<file path="config.mk">
export PLATFORM = sky130hd
export DESIGN_NAME = ppm_mod_flat
export DESIGN_NICKNAME = d
export VERILOG_FILES = /design/src/rtl/ppm_mod_if.sv /design/src/rtl/ppm_mod.sv /design/src/flat_wrapper.sv
export SDC_FILE = /design/constraint.sdc
export NUM_CORES = 1
export LEC_CHECK = 0
export CAP_MARGIN = 20
export CORE_UTILIZATION = 45
export DETAILED_ROUTE_END_ITERATION = 6
export PLACE_DENSITY = 0.65
export SETUP_SLACK_MARGIN = 0.02
export SLEW_MARGIN = 20
export SYNTH_ARGS = -nofsm -noshare
export SYNTH_HDL_FRONTEND = slang
export SYNTH_SLANG_ARGS = --single-unit
export TNS_END_PERCENT = 20
</file>
<file path="constraint.sdc">
create_clock -name clk -period 4 [get_ports clk]
set_clock_uncertainty 0.05 [all_clocks]
set_input_delay 0.8 -clock clk [delete_from_list [all_inputs] [get_ports clk]]
set_output_delay 0.8 -clock clk [all_outputs]
set_load 0.005 [all_outputs]
</file>
<file path="src/rtl/ppm_mod_if.sv">
// ppm_mod_if: payload byte stream handshake between a byte source and the PPM modulator
interface ppm_mod_if;
    logic [7:0] byte_in;
    logic       byte_valid;
    logic       byte_last;
    logic       byte_ready;
    modport master (output byte_in, byte_valid, byte_last, input byte_ready);
    modport slave  (input byte_in, byte_valid, byte_last, output byte_ready);
endinterface

</file>
<file path="src/rtl/ppm_mod.sv">
// ppm_mod: 4-PPM line modulator with one-entry byte hold register and illegal-code end marker
module ppm_mod #(
    parameter int SLOT_CYC = 16
) (
    input  logic       clk,
    input  logic       rst_n,
    input  logic       start,
    ppm_mod_if.slave   bus,
    output logic       ppm_out,
    output logic       busy,
    output logic       frame_done,
    output logic       underrun
);
    typedef enum logic [1:0] {IDLE, PRELOAD, SEND, EOF} state_t;
    localparam logic [7:0] CNT_MAX = 8'(SLOT_CYC - 1);
    state_t     state, n_state;
    logic [7:0] slot_cnt, n_cnt, hold, n_hold, sh, n_sh;
    logic [1:0] slot_idx, n_slot, sym_idx, n_sym, n_sym_val;
    logic       hold_last, n_hold_last, hold_full, n_hold_full, last_seen, n_last_seen;
    logic       sh_last, n_sh_last, n_done, n_under, n_ppm, load, accept, run;
    logic       cnt_wrap, slot_wrap, byte_wrap;
    assign bus.byte_ready = (state == PRELOAD || state == SEND) && !hold_full && !last_seen;
    assign accept    = bus.byte_valid && bus.byte_ready;
    assign run       = state == SEND || state == EOF;
    assign cnt_wrap  = slot_cnt == CNT_MAX;
    assign slot_wrap = cnt_wrap && slot_idx == 2'd3;
    assign byte_wrap = slot_wrap && sym_idx == 2'd3;
    always_comb begin
        n_state     = state;
        n_hold      = hold;
        n_hold_last = hold_last;
        n_hold_full = hold_full;
        n_last_seen = last_seen;
        n_sh        = sh;
        n_sh_last   = sh_last;
        n_done      = 1'b0;
        n_under     = 1'b0;
        load        = 1'b0;
        case (state)
            IDLE:    n_state = start ? PRELOAD : IDLE;
            PRELOAD: begin
                load    = hold_full;
                n_state = hold_full ? SEND : PRELOAD;
            end
            SEND: if (byte_wrap) begin
                load    = !sh_last && hold_full;
                n_under = !sh_last && !hold_full;
                n_state = load ? SEND : EOF;
            end
            default: if (slot_wrap) begin
                n_state = IDLE;
                n_done  = 1'b1;
            end
        endcase
        if (load) begin
            n_sh        = hold;
            n_sh_last   = hold_last;
            n_hold_full = 1'b0;
        end
        if (accept) begin
            n_hold      = bus.byte_in;
            n_hold_last = bus.byte_last;
            n_hold_full = 1'b1;
            n_last_seen = last_seen || bus.byte_last;
        end
        if (n_done) begin
            n_hold_full = 1'b0;
            n_last_seen = 1'b0;
        end
        n_cnt     = (run && !cnt_wrap) ? slot_cnt + 8'd1 : 8'd0;
        n_slot    = run ? slot_idx + 2'(cnt_wrap) : 2'd0;
        n_sym     = run ? sym_idx + 2'(slot_wrap) : 2'd0;
        n_sym_val = n_sh[{~n_sym, 1'b1} -: 2];
        // output is registered from the next-cycle counters so the line changes on the slot edge itself
        n_ppm = (n_state == SEND) ? (n_slot != n_sym_val) :
                (n_state == EOF)  ? n_slot[0] : 1'b1;
    end
    always_ff @(posedge clk or negedge rst_n) begin
        if (!rst_n) begin
            state      <= IDLE;
            slot_cnt   <= 8'd0;
            slot_idx   <= 2'd0;
            sym_idx    <= 2'd0;
            hold       <= 8'd0;
            hold_last  <= 1'b0;
            hold_full  <= 1'b0;
            last_seen  <= 1'b0;
            sh         <= 8'd0;
            sh_last    <= 1'b0;
            ppm_out    <= 1'b1;
            busy       <= 1'b0;
            frame_done <= 1'b0;
            underrun   <= 1'b0;
        end else begin
            state      <= n_state;
            slot_cnt   <= n_cnt;
            slot_idx   <= n_slot;
            sym_idx    <= n_sym;
            hold       <= n_hold;
            hold_last  <= n_hold_last;
            hold_full  <= n_hold_full;
            last_seen  <= n_last_seen;
            sh         <= n_sh;
            sh_last    <= n_sh_last;
            ppm_out    <= n_ppm;
            busy       <= n_state != IDLE;
            frame_done <= n_done;
            underrun   <= n_under;
        end
    end
endmodule

</file>
<file path="src/flat_wrapper.sv">
// flat-port wrapper written by rule: the top's interface ports become plain ports
module ppm_mod_flat 
#(
    parameter int SLOT_CYC = 16
)
  (clk, rst_n, start, ppm_out, busy, frame_done, underrun, bus_byte_in, bus_byte_valid, bus_byte_last, bus_byte_ready);
  ppm_mod_if bus_i ();
  input  logic clk;
  input  logic rst_n;
  input  logic start;
  output logic ppm_out;
  output logic busy;
  output logic frame_done;
  output logic underrun;
  input wire logic [$bits(bus_i.byte_in)-1:0] bus_byte_in;
  input wire logic [$bits(bus_i.byte_valid)-1:0] bus_byte_valid;
  input wire logic [$bits(bus_i.byte_last)-1:0] bus_byte_last;
  output wire logic [$bits(bus_i.byte_ready)-1:0] bus_byte_ready;
  assign bus_i.byte_in = bus_byte_in;
  assign bus_i.byte_valid = bus_byte_valid;
  assign bus_i.byte_last = bus_byte_last;
  assign bus_byte_ready = bus_i.byte_ready;
  ppm_mod #(.SLOT_CYC(SLOT_CYC)) u_core (.clk(clk), .rst_n(rst_n), .start(start), .bus(bus_i), .ppm_out(ppm_out), .busy(busy), .frame_done(frame_done), .underrun(underrun));
endmodule
</file>
After elaboration in Yosys (flattened, before gate mapping) --
Cells that the tools add are included.
Word-level totals: register bits after elaboration 38, input bits 13, output and inout bits 5, word-level logic and storage cells 71
Operators by class: add/subtract/negate cells 3, equality and inequality tests 9, shift-type cells 1, multiplexer cells 23, bitwise operators 1, reductions and logical operators 20
Operators by type and width (number):
- $mux 8 | 2
- $mux 1 | 14
- $eq 2x2->1 const B | 6
- $mux 2 | 5
- $shiftx 9x4->2 | 1
- $add 8x1->8 const B | 1
- $eq 8x4->1 const B | 1
- $logic_and 1x1->1 | 8
- $pmux 2 s3 | 1
- $add 2x1->2 | 2
- $logic_not 1->1 | 4
- $reduce_bool 2->1 | 2
- $logic_or 1x1->1 | 3
- $reduce_bool 3->1 | 1
- $reduce_or 3->1 | 1
- $eq 2x1->1 const B | 1
- $logic_not 2->1 | 1
- $ne 2x2->1 | 1
- $not 2->2 | 1
- $pmux 1 s2 | 1

Logic depth before layout (Yosys ltp) --
Gate-level depths: netlist (run 1).
depth in word-level cells 9, gate-level depth with buffers 11, depth with buffers taken out 11

Worst setup path after synthesis (run 1) --
Ideal clock, no wire load.
path type flip-flop to flip-flop, from register u_core.slot_cnt[4], to register u_core.ppm_out, setup time 73 ps, arrival time 2604 ps, data required time 3877 ps, path slack 1273 ps, cell stages (with the launch flop) 10, path buffers 0, clock period less this slack 2727 ps, cells stage by stage dfrtp_1 or4_4 nor3_4 ha_1 o21ai_1 a21oi_1 a221oi_1 a22oi_2 xor2_1 a21oi_1
Between the ends: longest elaborated chain between the ends 9, elaborated cells on any way between the ends 20, those cells by class 2 x add/sub; 4 x eq/ne; 1 x shift; 10 x mux; 1 x bitwise; 2 x reduce/logical
Ends and longest elaborated chain:
- from (decl) | line ppm_mod.sv:17 | logic [7:0] slot_cnt, n_cnt, hold, n_hold, sh, n_sh;
- from (signal assigned) | line ppm_mod.sv:96 | slot_cnt <= n_cnt;
- $eq 8x4->1 * | line ppm_mod.sv:25 | assign cnt_wrap = slot_cnt == CNT_MAX;
- $logic_and 1x1->1 | line ppm_mod.sv:26 | assign slot_wrap = cnt_wrap && slot_idx == 2'd3;
- $logic_and 1x1->1 | line ppm_mod.sv:27 | assign byte_wrap = slot_wrap && sym_idx == 2'd3;
- $mux 1 | line ppm_mod.sv:45 | SEND: if (byte_wrap) begin
- $pmux 1 s2 | line ppm_mod.sv:39 | case (state)
- $mux 8 | line ppm_mod.sv:55 | if (load) begin
- $shiftx 9x4->2 | line ppm_mod.sv:73 | n_sym_val = n_sh[{~n_sym, 1'b1} -: 2];
- $ne 2x2->1 | line ppm_mod.sv:75 | n_ppm = (n_state == SEND) ? (n_slot != n_sym_val) :
- $mux 1 * | line ppm_mod.sv:75
- named net u_core.n_ppm | line ppm_mod.sv:20 | logic sh_last, n_sh_last, n_done, n_under, n_ppm, load, accept, run;
- to (signal assigned) | line ppm_mod.sv:105 | ppm_out <= n_ppm;
- to (decl) | line ppm_mod.sv:9 | output logic ppm_out,
The timed path passes the listed nets; every way through them passes the cells marked *. A chain may end at the register's enable or synchronous reset.

Worst setup path in the final report (run 1) --
Ends and elaborated chain as after synthesis.

==> out/qor.yml, run 1 <==
status: "complete, no violations"
power.internal_w: 0.0009896
p_leak_nw: 1.047
synth_warnings: 0
clock.fmax_mhz: 327.4
yosys.cell_types.count: 39
die_h_um: 67.59
insertion_delay_ps: 290
p_switching_w: 0.0004688
cts_tree: "built"
vias_per_cell: 5.681
use_met2: 0.2809
grt_max_degree: 39
ys_seq_area_frac: 0.4919
die-area_mm2: 0.004568
cts_hold_buf: 0
grt_pass1_wl_mm: 6.078
synth.area.top_cells: "dfrtp_1, mux2_2, ha_1"
cts_buffers: 5
antenna_cells: 0
syn_to_final_growth_pct: 17.84
cp_num_buf_inv: 0
port_buffers: 17
ctsRootBufferMaster: "clkbuf_8"
stdcell_area_mm2: 0.002281
cp_top_family: "compound AO/OA/AOI/OAI gates"
fillers: 332
drv_cap: 0
wl_mm: 3.656
yosysMostFrequentCell: "dfrtp_1"
dp.cells: 230
p_clk_frac: 0.267
critPathMaxFanout: 9
io_pins: 18
slowest_delay_ps: 600
crit_chain: "or4_4 > nor3_4 > ha_1 > o21ai_1 > o21ai_0 > a221oi_1 > a22oi_2 > xor2_1 > a21oi_1"
slowest_stage: "or4_4"
die_w_um: 67.59
synth_area_per_cell_um2: 11.52
yosys-top-cells-count: "dfrtp_1, mux2_2, nor2_1, mux2i_1, a21oi_1"
layout.nets: 208
synthArstFlopShare: 1.000
hold_path_class: "register to register"
fin_cells: 238
finalCriticalPeriod_ps: 3054
drt_first_pass_iters: 5
gp_congestion: 0.8822
worstSetupEndpointType: "register"
met3_usage: 0.06588
comb_power_share: 0.309
drive_gt1_frac: 0.1862
period_share: 0.7635
netlist_area_mm2: 0.001936
grt_setup_unrepaired: "no"
cts_sinks: 38
grt-ovfl-total: 0
grt_usage: 0.1866
top_usage_layer: "met2"
clk_path_buf_depth: 2
drc: 0
yosysTopAreaCell: "dfrtp_1"
grt_pass1_vias: 1307
post_dp_cell_area_mm2: 0.002143
crit_type: "register to register"
crit_arrival_ps: 3230
switching_share: 0.3215
ys_ff_latch: 38
synth_cells: 168
wl_per_cell_um: 15.36
maxSlewViolCount: 0
htreeDepth: 2
fin_setup_tns_ps: 0
holdWs_ps: 411.9
power.density_mw_per_mm2: 639.4
p_seq_frac: 0.424
synth_top_flop_cell: "dfrtp_1"
worstSetupStartpointType: "register"
peakVddDrop_mv: 0.3635
cts_setup_buffers: 0
hold_viol_final: 0
drt_iter0_drc: 91
synth_edf_count: 0
worstPathRequired_ps: 4180
dpl.hpwl_mm: 2.691
worstMarginPinSlew_ps: 802.4
path_clk_slew_ps: 70
num_rows: 23
cts_resized: 0
num_vias: 1352
syn-num-nets: 189
synth_top_area_share: 0.4783
met1_usage: 0.2409
antenna_found_initial: 0
relSlewSlack: 0.4651
detail-route-antenna-nets: 0
setup_viol: 0
core-area_mm2: 0.004058
initial_core_util: 0.4770
-- state kept, by name, indices dropped and copies added (netlist names), 2 cells and up --
signal           cells
u_core.hold          8
u_core.state         2
u_core.slot_idx      2
u_core.slot_cnt      8
u_core.sym_idx       2
u_core.sh            8
-- worst paths after layout --
path                                    start  cells past startpoint            endpoint  slack [ps]
min reg2reg                u_core.slot_cnt[0]                      1  u_core.slot_cnt[0]         410
max                        u_core.slot_cnt[4]                      9      u_core.ppm_out         950
max in group asynchronous               rst_n                      1        u_core.sh[7]        2860
min                        u_core.slot_cnt[0]                      1  u_core.slot_cnt[0]         410
min in group asynchronous               rst_n                      1  u_core.slot_cnt[6]         540
max reg2reg                u_core.slot_cnt[4]                      9      u_core.ppm_out         950
-- layout by cell type, fill, tap and decap left out, drive strengths merged, types with 2 or more instances in the layout --
master          n
o21ai           9
mux2           18
xnor2           3
nand3           5
bufinv          2
dfrtp          37
clkbuf          5
and2            2
o211a           4
xor2            5
a21oi           9
mux2i          10
nor2           14
clkdlybuf4s50  16
a221oi          2
o22ai           2
nand2           5
inv             8
a211oi          4
ha              8
-- kinds of logic after synthesis --
family	Yosys count	synth area share
AO/OA/AOI/OAI	37	0.1319
XOR/XNOR	8	0.03620
adder cells (fa/ha/maj)	8	0.05172
buffers and inverters	13	0.02585
flip-flops	38	0.4919
multiplexers	28	0.1564
AND/OR/NAND/NOR	36	0.1060
-- area by class of cell --
class	count	area, µm²	area share
sequential	38	952.2	0.4174
multi-input combinational	117	933.4	0.4092
timing repair buffer	17	165.2	0.07241
clock buffer	5	68.82	0.03017
clock inverter	3	68.82	0.03017
tap	50	62.56	0.02743
inverter	8	30.03	0.01317
-- through the flow --
stage,util,worst slack (ps),total power [W]
after global routing,0.5621,793.1,0.001557
final,0.5621,946.0,0.001458
after detailed placement,0.5282,990.4,0.001075
after global placement,0.5282,1143,0.001050
after CTS,0.5621,968.4,0.001469
after floorplan,-,1273,0.0009297
-- layer usage --
metal | vias up | share of wire
li1 | 641 | -
met5 | - | 0
met1 | 651 | 0.45
met4 | 0 | 0.030
met2 | 47 | 0.47
met3 | 13 | 0.055
-- power by group through the flow --
stage	Combinational (W)	Sequential, W	Clock [W]
after floorplan	0.000349	0.000580	0
after global placement	0.000434	0.000616	0
after detailed placement	0.000452	0.000623	0
after CTS	0.000453	0.000616	0.000400
after global routing	0.000509	0.000631	0.000416
final	0.000451	0.000619	0.000389
No activity file was read; power rests on OpenSTA's default activity.
==> run 2: changes to the inputs <==
Settings changed: PLACE_DENSITY 0.65 to 0.68.
Clock period 4 ns to 2.8 ns, I/O delays scaled along.
==> run 2 against run 1 <==
Utilization is 0.40 points higher. Maximum frequency increased by 17%. First-iteration DRC count rose by 22%. Worst hold slack got worse by 87 ps. Highest routed layer unchanged.
==> out/qor.yml, run 2 (synthesis gave the netlist of run 1 again) <==
top_regs: "u_core.hold: 8 flops, u_core.sh: 8 flops, u_core.slot_cnt: 8 flops"
switching_share: 0.3478  # +0.02637
p_seq_frac: 0.455  # +0.031
maxSlewViolCount: 0  # unchanged
grt-ovfl-total: 0  # unchanged
cts_sinks: 38  # unchanged
final_common_cell: "dfrtp_1"
drv_cap: 0  # unchanged
crit_type: "register to register"
setup_slack_ps: 185.9  # -760.1 ps
dp_slack_ps: -65.04  # -1055 ps
crit_arrival_ps: 2790  # -440 ps
finalCriticalPeriod_ps: 2614  # -439.9 ps
layout.nets: 212  # +1.9%
cts_buffers: 5  # unchanged
status: "complete, no violations"
detail-route-antenna-nets: 0  # unchanged
cts_tree: "built"
relSlewSlack: 0.4314  # -0.03367
die_w_um: 67.59  # unchanged
p_leak_nw: 1.043  # -0.39%
drive_gt1_frac: 0.2135  # +0.02737
fillers: 344  # +3.6%
io_pins: 18  # unchanged
grt_usage: 0.1858  # -0.0008005
drc: 0  # unchanged
hold_path_class: "primary input to async pin"
wl_mm: 3.746  # +2.5%
worstPathRequired_ps: 2970  # -1210 ps
fin_setup_tns_ps: 0  # unchanged
drt_iter0_drc: 111  # +22%
period_share: 0.9336  # +0.1701
p_clk_frac: 0.200  # -0.067
comb_power_share: 0.344  # +0.035
port_buffers: 17  # unchanged
clock.fmax_mhz: 382.5  # +17%
htreeDepth: 2  # unchanged
core-area_mm2: 0.004058  # unchanged
power.internal_w: 0.001261  # +27%
grt_setup_unrepaired: "no"
worstSetupEndpointType: "register"
final_cell_mix: "dfrtp_1, mux2_2, clkdlybuf4s50_1"
num_rows: 23  # unchanged
p_switching_w: 0.0006726  # +43%
die_h_um: 67.59  # unchanged
grt_max_degree: 39  # unchanged
clk_path_buf_depth: 2  # unchanged
critPathMaxFanout: 7  # -2
wl_per_cell_um: 15.48  # +0.77%
dpl.hpwl_mm: 2.684  # -0.26%
r2r_cells: 10  # +1
gp_congestion: 0.8835  # +0.15%
worstMarginPinSlew_ps: 852.9  # +50.51 ps
ctsRootBufferMaster: "clkbuf_8"
vias_per_cell: 5.657  # -0.42%
antenna_cells: 0  # unchanged
insertion_delay_ps: 290  # about the same
power.density_mw_per_mm2: 841.8  # +32%
antenna_found_initial: 0  # unchanged
grt_pass1_wl_mm: 6.258  # +3.0%
worstSetupStartpointType: "register"
syn_to_final_growth_pct: 18.68
hold_viol_final: 0  # unchanged
peakVddDrop_mv: 0.3840  # +5.6%
die-area_mm2: 0.004568  # unchanged
setup_viol: 0  # unchanged
drt_first_pass_iters: 4  # -1
initial_core_util: 0.4770  # unchanged
num_vias: 1369  # +1.3%
path_clk_slew_ps: 80  # about the same
grt_pass1_vias: 1349  # +3.2%
==> run 2: path summary, 6_finish.rpt <==
check / startpoint / to / slack, ps
min in group clk: u_core.slot_cnt[0] / u_core.slot_cnt[0] / 430
max in group asynchronous: rst_n / u_core.sh[0] / 1840
worst min register to register: u_core.slot_cnt[0] / u_core.slot_cnt[0] / 430
worst min-delay path: rst_n / u_core.state[0] / 330
worst max-delay path: u_core.slot_cnt[4] / u_core.ppm_out / 190
worst max register to register: u_core.slot_cnt[4] / u_core.ppm_out / 190
==> run 2: area by class of cell <==
cell class / count / area, µm² / share of cell area
clock buffer: 7 / 86.33 / 0.03758
clock inverter: 1 / 5.005 / 0.002179
inverter: 8 / 32.53 / 0.01416
multi-input combinational: 117 / 963.4 / 0.4194
sequential: 38 / 952.2 / 0.4145
tap: 50 / 62.56 / 0.02723
timing repair buffer: 21 / 195.2 / 0.08497
==> run 2: metrics by stage <==
stage	total power (W)	hold slack (ps)	instance area, µm²	cells	utilization
4_1_cts	0.001923	347.7	2261	241	0.5572
6_report	0.001934	325.3	2297	242	0.5661
5_1_grt	0.002064	390.1	2297	242	0.5661
3_3_place_gp	0.001501	393.4	2166	233	0.5338
3_5_place_dp	0.001535	424.2	2166	233	0.5338
2_1_floorplan	0.001328	214.4	1936	168	-
==> run 2: timing repair <==
action / CTS / global route
hold buffers: 0 / 0
buffers inserted: 0 / 1
pin swaps: 0 / 0
endpoints found under the hold margin: 0 / 0
setup endpoints to repair: 1 / 1
gates resized for setup: 1 / 6
==> run 2: metal layers <==
metal	vias to the layer above	wire [µm]	GRT usage
li1	652	-	-
met1	674	1668	0.2346
met2	36	1880	0.3007
met3	7	142	0.04392
met4	0	55	0.07979
met5	-	0	0
==> run 2: critical path: stages, from the launching register on <==
cell	delay (ps)
dfrtp_1	420
or4_4	600
nor3_4	230
ha_4	190
o21ai_4	90
buf_4	180
a211oi_1	230
mux2i_1	130
a22oi_2	180
xor2_1	160
a21oi_1	80
==> run 2: power by group through the flow <==
stage | clock [W] | combinational, W | sequential, W
6_report | 0.000387 | 0.000666 | 0.000881
5_1_grt | 0.000427 | 0.000737 | 0.000901
4_1_cts | 0.000394 | 0.000649 | 0.000880
3_5_place_dp | 0 | 0.000644 | 0.000891
3_3_place_gp | 0 | 0.000620 | 0.000880
2_1_floorplan | 0 | 0.000499 | 0.000829
==> edit 1: new RTL, flow settings as in run 2 <==
The 4 states of `state_t` get a Gray code encoding in 2 bits.
--- a/src/rtl/ppm_mod.sv
+++ b/src/rtl/ppm_mod.sv
@@ -11,7 +11,7 @@
     output logic       frame_done,
     output logic       underrun
 );
-    typedef enum logic [1:0] {IDLE, PRELOAD, SEND, EOF} state_t;
+    typedef enum logic [1:0] {IDLE = 2'b00, PRELOAD = 2'b01, SEND = 2'b11, EOF = 2'b10} state_t;
     localparam logic [7:0] CNT_MAX = 8'(SLOT_CYC - 1);
     state_t     state, n_state;
     logic [7:0] slot_cnt, n_cnt, hold, n_hold, sh, n_sh;
Behaviour: no difference found for any inputs over 10 cycles, from zero or initial values and one cycle with rst_n low; not proved beyond that.
==> edit 1 against run 2 <==
  * Non-clock buffer count stayed put
  * Wire length is 15% lower
  * Setup slack better by 66 ps
  * Sequential cell count stayed put
  * Die area is 9.0% lower
  * Total power is 8.8% lower
  * Cell area is 7.8% lower
  * Synthesized area is 9.2% lower
  * Via count is 6.9% lower
  * Largest cell class is now registers
==> edit 1: results (changes against run 2) <==
Parameter                              Value

Placement
  Final RePlAce weighted congestion ... 0.7662 (was 0.8835)
  Port Buffer Count ... 17 (unchanged)
  Worst slack at placement ... 57.20 ps (was -65.04 ps)
  Post-DP HPWL ... 2359 µm (was 2684 µm)

Synthesis
  Mux cell area share after synthesis ... 0.08547 (was 0.1564)
  Top cells by area in the synthesized netlist ... dfrtp_1, mux2_2, nand2_1 (was dfrtp_1, mux2_2, ha_1)
  Synth async-reset ratio ... 1.000 (unchanged)
  Total of warnings raised by yosys ... 0 (unchanged)
  Synth unique cells ... 34 (was 39)
  Post-synthesis sequential area ratio ... 0.5420 (was 0.4919)
  Mapped Nets ... 185 (was 189)
  Most frequent cells after synthesis ... dfrtp_1, nand2_1, nor2_1 (was dfrtp_1, mux2_2, nor2_1)
  Fraction of the mapped netlist area in adder cells ... 0.02137 (was 0.05171)
  Xor and xnor area share after synthesis ... 0.03989 (was 0.03620)
  Synthesized-area fraction occupied by ao, oa, aoi and oai cells ... 0.08333 (was 0.1319)

Global routing
  Overall global routing resource usage ... 0.1789 (was 0.1858)
  Maximum number of pins on one net before global-route repair ... 39 (unchanged)
  Wire length of the first global-routing pass ... 5513 µm (was 6258 µm)
  Number of global-route vias before repair ... 1179 (was 1349)
  Number of antenna violations at the first check in global routing ... 0 (unchanged)

Cells and area
  Ratio of cells with drive above 1 in the final layout ... 0.1598 (was 0.2135)
  Registers with the highest flip-flop counts ... u_core.hold: 8 flops, u_core.sh: 8 flops, u_core.slot_cnt: 8 flops (unchanged)
  Antenna fix cells ... 0 (unchanged)
  Nets ... 209 (was 212)
  Fillers ... 325 (was 344)

Drt
  1st-iter DRT viols ... 33 (was 111)
  Routed via count divided by cell count ... 5.269 (was 5.657)
  Initial DRT Pass Iterations ... 6 (was 4)
  Total detailed-routing wirelength ... 3195 µm (was 3746 µm)

Clocking
  Clock latency of the later-clocked register in the worst-skew pair ... 290 ps (about the same)
  Number of H-tree branching levels ... 2 (unchanged)
  Clock transition at path regs ... 70 ps
  Post-CTS setup repair buffer count ... 0 (unchanged)
  Longest Clk Path Bufs ... 2 (unchanged)
  Clock buffer count from CTS ... 5 (unchanged)
  Clock root buffer ... clkbuf_8 (unchanged)

Power
  Leakage ... 0.9810 nW (was 1.043 nW)
  Largest voltage drop on the vdd net ... 0.5209 mV (was 0.3840 mV)

Setup path
  Largest fanout on the critical path ... 5 (was 7)
  Signal arrival time at the worst endpoint ... 2720 ps (was 2790 ps)

Outcome
  Run status ... completed (unchanged)

Worst hold path
  Min-delay worst type ... register to register (was input port to async pin)

STA
  Relative max-transition margin ... 0.6275 (was 0.4314)
  Final-layout setup total negative slack ... 0 ps (unchanged)
-- edit 1: cell types whose count changed in the layout (fill, tap and decap cells not counted), moves of 5 or more --
cell,change
mux2_2,-7
nand2_1,+22
mux2i_1,-10
ha_1,-5
nor2_1,+6
a21oi_1,-5
-- edit 1: layout make-up --
class                   count  area [µm²]  share of cell area
multi-input cells         121       792.0              0.3739
clock buffers               7       86.33             0.04076
well taps                  48       60.06             0.02835
inverters                   6       22.52             0.01063
clock inverters             1       5.005            0.002363
flip-flops and latches     38       952.2              0.4495
repair buffers             21       200.2             0.09451
-- edit 1: logic make-up after synthesis --
| logic type | count (synthesis) |
|---|---|
| AO/OA/AOI/OAI | 24 |
| XOR/XNOR | 8 |
| adder cells (fa/ha/maj) | 3 |
| buffers and inverters | 11 |
| flip-flops | 38 |
| multiplexers | 13 |
| AND/OR/NAND/NOR | 72 |
-- edit 1: report_power, final --
part,total [mW],switching (mW),internal [mW]
Sequential,0.857,0.133,0.724
Clock,0.376,0.178,0.198
Combinational,0.530,0.229,0.300
Total,1.76,0.540,1.22
-- edit 1: through the flow --
step | cell area (µm²) | instances | utilization
after global routing | 2118 | 242 | 0.5700
after detailed placement | 1991 | 233 | 0.5357
final | 2118 | 242 | 0.5700
after global placement | 1991 | 233 | 0.5357
after CTS | 2082 | 241 | 0.5603
after floorplan | 1757 | 169 | -
-- edit 1: per-layer routing --
metal  track usage  vias to the layer above  wire [µm]  part of all wire
met2        0.2908                       29       1617              0.51
met1        0.2181                      616       1417              0.44
li1              -                      625          -                 -
met3       0.05810                        5        123             0.038
met5             0                        -          0                 0
met4       0.07500                        0         37             0.012
-- edit 1: critical path, cell delays in order, from the launching register on --
cell and delay [ps]:
dfrtp_1 420, nor4_4 310, nand2_1 120, inv_1 100
nand3_2 100, inv_1 110, ha_4 220, nand2_4 80
inv_1 80, a31oi_1 190, a211oi_2 100, or3_1 350
a22oi_1 160, o21ai_1 80
-- edit 1: path summary, 6_finish.rpt --
path                                              startpoint                      endpoint  slack (ps)  cells past startpoint
max in group asynchronous                              rst_n      u_core.ppm_out$_DFF_PN1_        1710                      2
worst max-delay path            u_core.slot_cnt[5]$_DFF_PN0_      u_core.ppm_out$_DFF_PN1_         250                     13
min in group asynchronous                              rst_n  u_core.slot_cnt[3]$_DFF_PN0_         640                      2
worst max register to register  u_core.slot_cnt[5]$_DFF_PN0_      u_core.ppm_out$_DFF_PN1_         250                     13
worst min register to register  u_core.slot_cnt[0]$_DFF_PN0_  u_core.slot_cnt[0]$_DFF_PN0_         420                      1
worst min-delay path            u_core.slot_cnt[0]$_DFF_PN0_  u_core.slot_cnt[0]$_DFF_PN0_         420                      1
-- edit 1: repair_timing --
item,4_1_cts,5_1_grt
endpoints found under the hold margin,0,0
gates resized for setup,0,5
hold buffers,0,0
setup endpoints to repair,0,1
==> edit 2: new RTL, config.mk and constraints of run 2 <==
Without the edit above. `SLOT_CYC` is set to 16 in 2 places; all go to 8.
--- a/src/rtl/ppm_mod.sv
+++ b/src/rtl/ppm_mod.sv
@@ -1,6 +1,6 @@
 // ppm_mod: 4-PPM line modulator with one-entry byte hold register and illegal-code end marker
 module ppm_mod #(
-    parameter int SLOT_CYC = 16
+    parameter int SLOT_CYC = 8
 ) (
     input  logic       clk,
     input  logic       rst_n,
--- a/src/flat_wrapper.sv
+++ b/src/flat_wrapper.sv
@@ -1,7 +1,7 @@
 // flat-port wrapper written by rule: the top's interface ports become plain ports
 module ppm_mod_flat 
 #(
-    parameter int SLOT_CYC = 16
+    parameter int SLOT_CYC = 8
 )
   (clk, rst_n, start, ppm_out, busy, frame_done, underrun, bus_byte_in, bus_byte_valid, bus_byte_last, bus_byte_ready);
   ppm_mod_if bus_i ();
Function: no difference found for any inputs over 10 cycles, from zero or initial values and one cycle with rst_n low; that may be too few to reach the edited logic, so the function may still have changed.
==> edit 2 against run 2 <==
  * Setup slack worse by 160 ps
  * Sequential share of layout area down 3.1 points
  * Sequential cell count is the same
  * Combinational power up 22%
  * Synthesized area shrank 1.0%
  * Total power grew 8.2%
  * Count of clock-buffer cells in the layout is the same
  * Cell area up 8.1%
  * Wire length is 14% higher
==> edit 2: results (changes against run 2) <==
Parameter                              Value

Setup path
  Library cell contributing the largest single delay on the critical path ... or4_4 (unchanged)
  Critical R2R Capture ... u_core.ppm_out$_DFF_PN1_ (unchanged)
  Delay-heaviest family, CP ... simple AND/OR/NAND/NOR gates (unchanged)
  Stage delay of the slowest cell on the critical path ... 490 ps (was 600 ps)
  Worst R2R Start ... u_core.slot_cnt[1]$_DFF_PN0_ (was u_core.slot_cnt[4]$_DFF_PN0_)
  Signal arrival time at the worst endpoint ... 2940 ps (was 2790 ps)
  Largest fanout on the critical path ... 4 (was 7)
  Cell count of the worst reg-to-reg path ... 12 (was 10)
  Reg2Reg Setup Slack ... 30 ps (was 190 ps)

Placement
  Worst slack at placement ... -91.57 ps (was -65.04 ps)
  Final RePlAce weighted congestion ... 0.9002 (was 0.8835)
  Post-DP HPWL ... 2871 µm (was 2684 µm)
  Post-DP Area ... 2223 µm² (was 2166 µm²)
  Number of placed instances with taps included ... 247 (was 233)

Synthesis
  Post-synthesis sequential area ratio ... 0.4971 (was 0.4919)
  Fraction of the mapped netlist area in adder cells ... 0.05225 (was 0.05171)
  Synthesized-area fraction occupied by ao, oa, aoi and oai cells ... 0.07185 (was 0.1319)
  Top cells by area in the synthesized netlist ... dfrtp_1, mux2_2, ha_1 (unchanged)
  Synth async-reset ratio ... 1.000 (unchanged)
  Most frequent cells after synthesis ... dfrtp_1, nor2_1, nand2_1 (was dfrtp_1, mux2_2, nor2_1)
  Xor and xnor area share after synthesis ... 0.04115 (was 0.03620)
  Mux cell area share after synthesis ... 0.1058 (was 0.1564)
  Synth unique cells ... 40 (was 39)
  Count of mapped cells out of synthesis ... 173 (was 168)
  Mapped Nets ... 194 (was 189)
  Total of warnings raised by yosys ... 0 (unchanged)

Drt
  Routed via count divided by cell count ... 5.589 (was 5.657)
  Routed wirelength normalized by instance count ... 16.15 µm (was 15.48 µm)
  1st-iter DRT viols ... 65 (was 111)

Global routing
  Maximum number of pins on one net before global-route repair ... 39 (unchanged)
  Number of global-route vias before repair ... 1488 (was 1349)
  Overall global routing resource usage ... 0.2150 (was 0.1858)
  Wire length of the first global-routing pass ... 7086 µm (was 6258 µm)

Clocking
  Clock transition at path regs ... 80 ps (about the same)
  Number of H-tree branching levels ... 2 (unchanged)
  Clock latency of the later-clocked register in the worst-skew pair ... roughly 300 ps
  Clock root buffer ... clkbuf_8 (unchanged)
  Clock buffer count from CTS ... 5 (unchanged)

Outcome
  Run status ... completed (unchanged)

Power
  Leakage ... 1.127 nW (was 1.043 nW)
  Largest voltage drop on the vdd net ... 0.4488 mV (was 0.3840 mV)

STA
  Relative max-transition margin ... 0.4561 (was 0.4314)
  Hold slack ... 301.6 ps (was 325.3 ps)

Cells and area
  Layout Cells excl Fill ... 265 (was 242)
  Antenna fix cells ... 0 (unchanged)
  Ratio of cells with drive above 1 in the final layout ... 0.2791 (was 0.2135)
  Nets ... 235 (was 212)
edit 2: how the worst max path moves through the flow:
| stage | cells after the start | slack (ps) | endpoint | startpoint |
|---|---|---|---|---|
| final | 12 | 30 | u_core.ppm_out$_DFF_PN1_ | u_core.slot_cnt[1]$_DFF_PN0_ |
| after global routing | 12 | -100 | u_core.ppm_out$_DFF_PN1_ | u_core.slot_cnt[1]$_DFF_PN0_ |
| after CTS | 12 | 20 | u_core.ppm_out$_DFF_PN1_ | u_core.slot_cnt[1]$_DFF_PN0_ |
| after detailed placement | 12 | -90 | u_core.ppm_out$_DFF_PN1_ | u_core.slot_cnt[1]$_DFF_PN0_ |
| after global placement | 12 | 100 | u_core.ppm_out$_DFF_PN1_ | u_core.slot_cnt[1]$_DFF_PN0_ |
| after floorplan | 12 | 30 | u_core.ppm_out$_DFF_PN1_ | u_core.slot_cnt[0]$_DFF_PN0_ |
edit 2: timing repair:
item / CTS / global route
gates cloned: 0 / 0
resized for setup: 4 / 13
endpoints found under the setup margin: 1 / 1
pin swaps: 3 / 4
hold endpoints to repair: 0 / 0
setup buffers: 4 / 6
edit 2: report_power, final:
group          switching [mW]  total (mW)  internal [mW]
combinational           0.393       0.810          0.418
clock                   0.192       0.390          0.199
sequential              0.154       0.892          0.738
total                   0.738        2.09           1.35
edit 2: routing by layer:
layer | part of all wire | vias to the layer above | global-route usage
li1 | - | 689 | -
met1 | 0.42 | 735 | 0.2616
met2 | 0.51 | 45 | 0.3575
met3 | 0.042 | 12 | 0.06081
met4 | 0.027 | 0 | 0.08511
met5 | 0 | - | 0
edit 2: area by class of cell:
class                   instances  area, µm²
inverters                       7      31.28
well taps                      50      62.56
multi-input cells             123       1012
clock buffers                   7      86.33
flip-flops and latches         38      952.2
fillers                       332       1574
clock inverters                 1      5.005
repair buffers                 39      334.1
